<file path="src/rtl/muldiv_unit.sv">
`default_nettype none
// ============================================================================
// Module      : muldiv_unit
// Description : Iterative RV32M multiply/divide unit. Radix-2 shift-add
//               multiply and restoring divide, one step per cycle, with
//               valid/ready request and response handshakes.
// Revision    : 1.0 - initial release
// ============================================================================
module muldiv_unit (
  input  logic        clk_i,
  input  logic        rst_ni,
  input  logic        req_valid_i,
  output logic        req_ready_o,
  input  logic [2:0]  md_op_i,
  input  logic [31:0] data1_i,
  input  logic [31:0] data2_i,
  input  logic        flush_i,
  output logic        resp_valid_o,
  input  logic        resp_ready_i,
  output logic [31:0] resp_data_o
);

  typedef logic [31:0] data_t;

  typedef enum logic [1:0] {
    S_IDLE = 2'd0,
    S_MUL  = 2'd1,
    S_DIV  = 2'd2,
    S_DONE = 2'd3
  } state_t;

  localparam logic [5:0] c_LAST_STEP = 6'd32;

  state_t      r_state;
  state_t      w_state_nxt;
  logic [2:0]  r_op;
  logic        r_neg_a;     // product / quotient must be negated
  logic        r_neg_b;     // remainder must be negated (dividend negative)
  logic [5:0]  r_cnt;
  data_t       r_hi;        // product high word / partial remainder
  data_t       r_lo;        // multiplier shifting out / dividend-quotient
  data_t       r_opnd;      // multiplicand / divisor magnitude
  data_t       r_result;

  logic        w_accept;
  logic        w_rs1_signed;
  logic        w_rs2_signed;
  logic        w_neg1;
  logic        w_neg2;
  data_t       w_mag1;
  data_t       w_mag2;
  logic        w_div0;
  logic        w_ovf;
  logic        w_special;
  data_t       w_special_res;
  logic [32:0] w_mul_sum;
  logic [32:0] w_div_shift;
  logic        w_div_ge;
  data_t       w_div_sub;
  logic [63:0] w_prod;
  logic [63:0] w_prod_fix;
  data_t       w_quo_fix;
  data_t       w_rem_fix;
  data_t       w_fix_res;

  // Handshake flags come straight from the state register
  assign req_ready_o  = (r_state == S_IDLE);
  assign resp_valid_o = (r_state == S_DONE);
  assign resp_data_o  = r_result;
  assign w_accept     = req_valid_i && req_ready_o;

  // Operand signedness and magnitude extraction
  assign w_rs1_signed = (md_op_i == 3'b001) || (md_op_i == 3'b010) ||
                        (md_op_i == 3'b100) || (md_op_i == 3'b110);
  assign w_rs2_signed = (md_op_i == 3'b001) || (md_op_i == 3'b100) ||
                        (md_op_i == 3'b110);
  assign w_neg1 = w_rs1_signed && data1_i[31];
  assign w_neg2 = w_rs2_signed && data2_i[31];
  assign w_mag1 = w_neg1 ? (~data1_i + 32'd1) : data1_i;
  assign w_mag2 = w_neg2 ? (~data2_i + 32'd1) : data2_i;

  // Division corner cases are answered at acceptance without iterating
  assign w_div0 = md_op_i[2] && (data2_i == 32'd0);
  assign w_ovf  = md_op_i[2] && !md_op_i[0] && (data1_i == 32'h8000_0000) &&
                  (data2_i == 32'hFFFF_FFFF);
  assign w_special = w_div0 || w_ovf;
  assign w_special_res = w_div0 ? (md_op_i[1] ? data1_i : 32'hFFFF_FFFF)
                                : (md_op_i[1] ? 32'd0   : 32'h8000_0000);

  // Multiply step: conditional add into the high word, then shift right by one
  assign w_mul_sum = {1'b0, r_hi} + (r_lo[0] ? {1'b0, r_opnd} : 33'd0);

  // Restoring divide step: shift in the next dividend bit, trial subtract
  assign w_div_shift = {r_hi, r_lo[31]};
  assign w_div_ge    = (w_div_shift >= {1'b0, r_opnd});
  assign w_div_sub   = w_div_shift[31:0] - r_opnd;

  // Sign fix-up applied on the final cycle
  assign w_prod     = {r_hi, r_lo};
  assign w_prod_fix = r_neg_a ? (~w_prod + 64'd1) : w_prod;
  assign w_quo_fix  = r_neg_a ? (~r_lo + 32'd1) : r_lo;
  assign w_rem_fix  = r_neg_b ? (~r_hi + 32'd1) : r_hi;
  assign w_fix_res  = r_op[2] ? (r_op[1] ? w_rem_fix : w_quo_fix)
                              : ((r_op[1:0] == 2'b00) ? w_prod_fix[31:0]
                                                      : w_prod_fix[63:32]);

  // State register
  always_ff @(posedge clk_i or negedge rst_ni) begin
    if (!rst_ni) begin
      r_state <= S_IDLE;
    end else begin
      r_state <= w_state_nxt;
    end
  end

  // Next-state decode; flush overrides every transition
  always_comb begin
    w_state_nxt = r_state;
    unique case (r_state)
      S_IDLE: begin
        if (req_valid_i) begin
          if (w_special)       w_state_nxt = S_DONE;
          else if (md_op_i[2]) w_state_nxt = S_DIV;
          else                 w_state_nxt = S_MUL;
        end
      end
      S_MUL, S_DIV: begin
        if (r_cnt == c_LAST_STEP) w_state_nxt = S_DONE;
      end
      S_DONE: begin
        if (resp_ready_i) w_state_nxt = S_IDLE;
      end
      default: w_state_nxt = S_IDLE;
    endcase
    if (flush_i) w_state_nxt = S_IDLE;
  end

  // Datapath: operand capture at acceptance, one iteration per busy cycle
  always_ff @(posedge clk_i or negedge rst_ni) begin
    if (!rst_ni) begin
      r_op     <= 3'd0;
      r_neg_a  <= 1'b0;
      r_neg_b  <= 1'b0;
      r_cnt    <= 6'd0;
      r_hi     <= 32'd0;
      r_lo     <= 32'd0;
      r_opnd   <= 32'd0;
      r_result <= 32'd0;
    end else if (w_accept && !flush_i) begin
      r_op    <= md_op_i;
      r_neg_a <= w_neg1 ^ w_neg2;
      r_neg_b <= w_neg1;
      r_cnt   <= 6'd0;
      r_hi    <= 32'd0;
      r_lo    <= md_op_i[2] ? w_mag1 : w_mag2;
      r_opnd  <= md_op_i[2] ? w_mag2 : w_mag1;
      if (w_special) r_result <= w_special_res;
    end else if (((r_state == S_MUL) || (r_state == S_DIV)) && !flush_i) begin
      if (r_cnt != c_LAST_STEP) begin
        r_cnt <= r_cnt + 6'd1;
        if (r_state == S_MUL) begin
          r_hi <= w_mul_sum[32:1];
          r_lo <= {w_mul_sum[0], r_lo[31:1]};
        end else begin
          r_hi <= w_div_ge ? w_div_sub : w_div_shift[31:0];
          r_lo <= {r_lo[30:0], w_div_ge};
        end
      end else begin
        r_result <= w_fix_res;
      end
    end
  end

endmodule
`default_nettype wire

</file>
<file path="config.mk">
export PLATFORM = sky130hd
export DESIGN_NAME = muldiv_unit
export DESIGN_NICKNAME = d
export VERILOG_FILES = /design/src/rtl/muldiv_unit.sv
export SDC_FILE = /design/constraint.sdc
export NUM_CORES = 1
export LEC_CHECK = 0
export BUFFER_PORTS_ARGS = -buffer_cell sky130_fd_sc_hd__buf_4
export CAP_MARGIN = 20
export CORE_UTILIZATION = 60
export CTS_CLUSTER_DIAMETER = 100
export DETAILED_ROUTE_END_ITERATION = 6
export PLACE_DENSITY = 0.79
export SLEW_MARGIN = 20
export SYNTH_ARGS = -nofsm -noshare
export SYNTH_HDL_FRONTEND = slang
export SYNTH_SLANG_ARGS = --single-unit
</file>
<file path="constraint.sdc">
create_clock -name clk_i -period 5.9 [get_ports clk_i]
set_input_delay 0.885 -clock clk_i [delete_from_list [all_inputs] [get_ports clk_i]]
set_output_delay 0.885 -clock clk_i [all_outputs]
set_load 0.02 [all_outputs]
</file>
==> flow_metrics.py <==
metrics = {
    "power": {
        "sw_frac_of_total_pct": 55.22,
        "clockPowerShare_pct": 11.6,
        "combPwrFrac_pct": 69.2,
        "p_int_mw": 4.444,
        "power_switching_mw": 5.479,
        "ir_worst_vdd_mv": 0.3394,
        "leakage_nw": 6.973,
        "power.density_mw_per_mm2": 597.8,
        "p_seq_share_pct": 19.1,
    },
    "clock_tree": {
        "root_buffer": "clkbuf_16",
        "cts_buffers": 17,
        "cts_max_level": 4,
        "cts_setup_buffers": 0,
        "cts_tree": "done",
        "cts.sink_count": 141,
        "ctsHoldBuffers": 0,
        "clk_pin_slew_worst_paths_ns": 0.07,
        "cts_resized": 0,
        "clockBufferDepth": 2,
        "clk-insertion-delay-late_ns": 0.45,
    },
    "global_routing": {
        "track_usage_pct": 44.59,
        "first_global_vias": 15020,
        "antenna_found_initial": 1,
        "gr-total-overflow": 0,
        "grt_pass1_wl_mm": 88.71,
        "grt_max_degree": 98,
    },
    "worst_hold_path": {
        "hold_class": "reg2reg",
    },
    "yosys": {
        "syn_inst": 2060,
        "seq_area_frac_synth_pct": 23.21,
        "ys_types": 80,
        "ys.flop_type": "dfrtp_1",
        "netlist_area_mm2": 0.01520,
        "yosysWarnings": 0,
        "avgSynthCellArea_um2": 7.380,
        "syn_nets": 2208,
        "ys_ff_latch": 141,
        "synth_edf_count": 0,
        "async_reset_ff_share_pct": 100.0,
    },
    "timing": {
        "tightestPinTransition_ns": 1.028,
        "timing.fmax_ghz": 0.2421,
        "skew_ns": 0.01611,
        "setup_ws_ns": 1.770,
        "fin_crit_sh_pct": 70.00,
        "slew_headroom_pct": 31.33,
        "finalSetupTns_ns": 0,
        "finalHoldViolations": 0,
        "period_minus_slack_ns": 4.130,
        "finalSetupViolCount": 0,
        "report.final.slew_viol_count": 0,
        "rsz0062_at_grt": "no",
        "hold_ws_ns": 0.4851,
    },
    "critical_path": {
        "cp-start-kind": "flip-flop",
        "critPathCaptureType": "flip-flop",
        "critPathMaxFanout": 10,
        "worstPathArrival_ns": 4.45,
        "critical_path_class": "reg2reg",
        "required_ns": 6.22,
    },
    "floorplanning": {
        "die_w_um": 161.2,
        "fp-row-count": 57,
        "die_area_mm2": 0.02598,
        "die_h_um": 161.2,
        "core_mm2": 0.02460,
        "start_util_pct": 61.79,
        "pin_count": 106,
    },
    "place": {
        "post-place-ws_ns": 1.540,
        "hpwl_mm": 43.57,
        "postPlaceCellArea_mm2": 0.01601,
        "port-buffer-count": 105,
        "placed_cells": 2358,
        "routabilityCongestion": 1.046,
    },
    "outcome": {
        "status": "finished with violations",
        "violations": "design-rule violations",
    },
    "finish": {
        "final_layout_size_suffix_gt1_share_pct": 9.434,
        "final_cells": 2391,
        "fill_cells": 2200,
        "stdcell_area_mm2": 0.01660,
        "antenna_cells": 0,
        "syn2layout_area_growth_pct": 9.193,
        "nNetsFinal": 2202,
    },
    "drt": {
        "first_iter_violations": 2431,
        "via_per_inst": 6.989,
        "vias": 16710,
        "final_antenna_net_count": 0,
        "wl_mm": 58.20,
        "wire_per_inst_um": 24.34,
        "drc": 1,
        "dr.pass1.iters": 7,
    },
    "job": {
        "drv_cap": 0,
    },
}
sequential cells by signal (all words and copies together) (netlist names):
name	cells
r_lo	32
r_opnd	32
r_cnt	6
r_neg_a	1
r_neg_b	1
r_state	2
resp_data_o	32
r_op	3
r_hi	32
worst paths after layout:
kind	start	endpoint	slack [ns]	cells after the start
worst min register to register	r_opnd[15]	r_opnd[15]	0.49	2
worst max register to register	r_lo[31]	r_hi[30]	1.77	13
min in group asynchronous	rst_ni	r_hi[28]	0.57	1
max in group asynchronous	rst_ni	r_opnd[20]	4.11	2
worst min-delay path	r_opnd[15]	r_opnd[15]	0.49	2
worst max-delay path	r_lo[31]	r_hi[30]	1.77	13
cells in the final DEF, fill, tap and decap left out, types with 6 or more instances in the layout:
cell       instances
a211oi_1          14
a21o_1            23
a21oi_1          172
a221oi_1           8
a22oi_1           12
a31oi_1           14
a32oi_1            7
and2_1             9
buf_4            128
clkbuf_16         17
dfrtp_1          141
ha_1              73
inv_1             76
mux2i_1           63
nand2_1          226
nand2b_1          26
nand3_1           32
nand3b_1           6
nand4_1           27
nor2_1           189
nor2b_1            7
nor3_1            49
nor4_1            16
nor4b_1            6
o211ai_1          69
o21ai_0          125
o21ai_1           79
o221ai_1          35
o22ai_1           13
o31ai_1           34
o41ai_1           14
or2_2             12
or3_1             35
or4_1             15
xnor2_1           93
xor2_1            91
cell usage after synthesis (8+ instances only):
cell type  number  area share (%)
nand3_1        32             1.1
o21ai_1        80             2.6
o41ai_1        14            0.81
nand2_1       226             5.6
or2_2          13            0.53
a211oi_1       14            0.69
o22ai_1        13            0.53
nor2_1        191             4.7
dfrtp_1       141              23
nand2b_1       26             1.1
a22oi_1        12            0.59
a21o_1         23             1.1
o211ai_1       69             3.4
or3_1          35             1.4
ha_1           74             6.1
o21ai_0       125             4.1
nor4_1         16            0.66
mux2i_1        63             4.1
a31oi_1        14            0.58
o31ai_1        34             1.7
xnor2_1        93             5.4
o221ai_1       35             2.0
nor3_1         49             1.6
a221oi_1        8            0.46
xor2_1         91             5.2
a21oi_1       172             5.7
and2_1         10            0.41
inv_1          76             1.9
clkbuf_1      139             3.4
nand4_1        27             1.1
or4_1          15            0.74
power groups by stage:
stage	clock network, mW	registers (mW)	logic (mW)
after detailed placement	0	1.87	6.57
after floorplan	0	1.55	5.05
after CTS	1.14	1.85	6.63
final	1.16	1.90	6.87
after global placement	0	1.85	6.48
after global routing	1.18	1.93	7.38
logic make-up (layout without fill, tap and decap cells):
group / count (synthesis) / in the layout / synth area share, %
and+or+nand+nor: 684 / 684 / 21.44
AOI/OAI and AO/OA: 679 / 679 / 28.29
buffers and inverters: 231 / 238 / 5.810
xor gates and xnor gates: 184 / 184 / 10.60
DFF: 141 / 141 / 23.21
adders and majority gates: 76 / 76 / 6.353
muxes: 65 / 65 / 4.296
layout make-up:
type | count | area, µm² | area share, %
Timing Repair Buffer | 129 | 972.2 | 5.856
Inverter | 77 | 289.0 | 1.741
Tap cell | 324 | 405.4 | 2.442
Clock inverter | 13 | 153.9 | 0.9270
Multi-Input combinational cell | 1688 | 10820 | 65.17
Clock buffer | 19 | 432.9 | 2.608
Sequential cell | 141 | 3528 | 21.25
critical path, cell delays in order (launching register included):
cell and delay (ns):
dfrtp_1 0.57, inv_1 0.14, ha_1 0.17, inv_1 0.05, fa_1 0.42, a21oi_1 0.18
o211ai_1 0.14, a221oi_1 0.64, o21ai_0 0.39, or4_1 0.51, a31oi_1 0.22, xnor2_1 0.14
a21oi_1 0.08, a2111oi_0 0.36
stage by stage:
stage                     total power [mW]  utilization, %
after floorplan                      6.599               -
after global routing                 10.49           67.47
after global placement               8.332           65.05
after detailed placement             8.439           65.05
after CTS                            9.622           67.44
final                                9.924           67.47
metal layers:
layer,global-route usage [%],part of all wire [%]
met4,19.51,4.5
met5,0,0.084
met3,9.784,12
met1,62.35,40
met2,65.85,43
No activity file was read; power rests on OpenSTA's default activity.
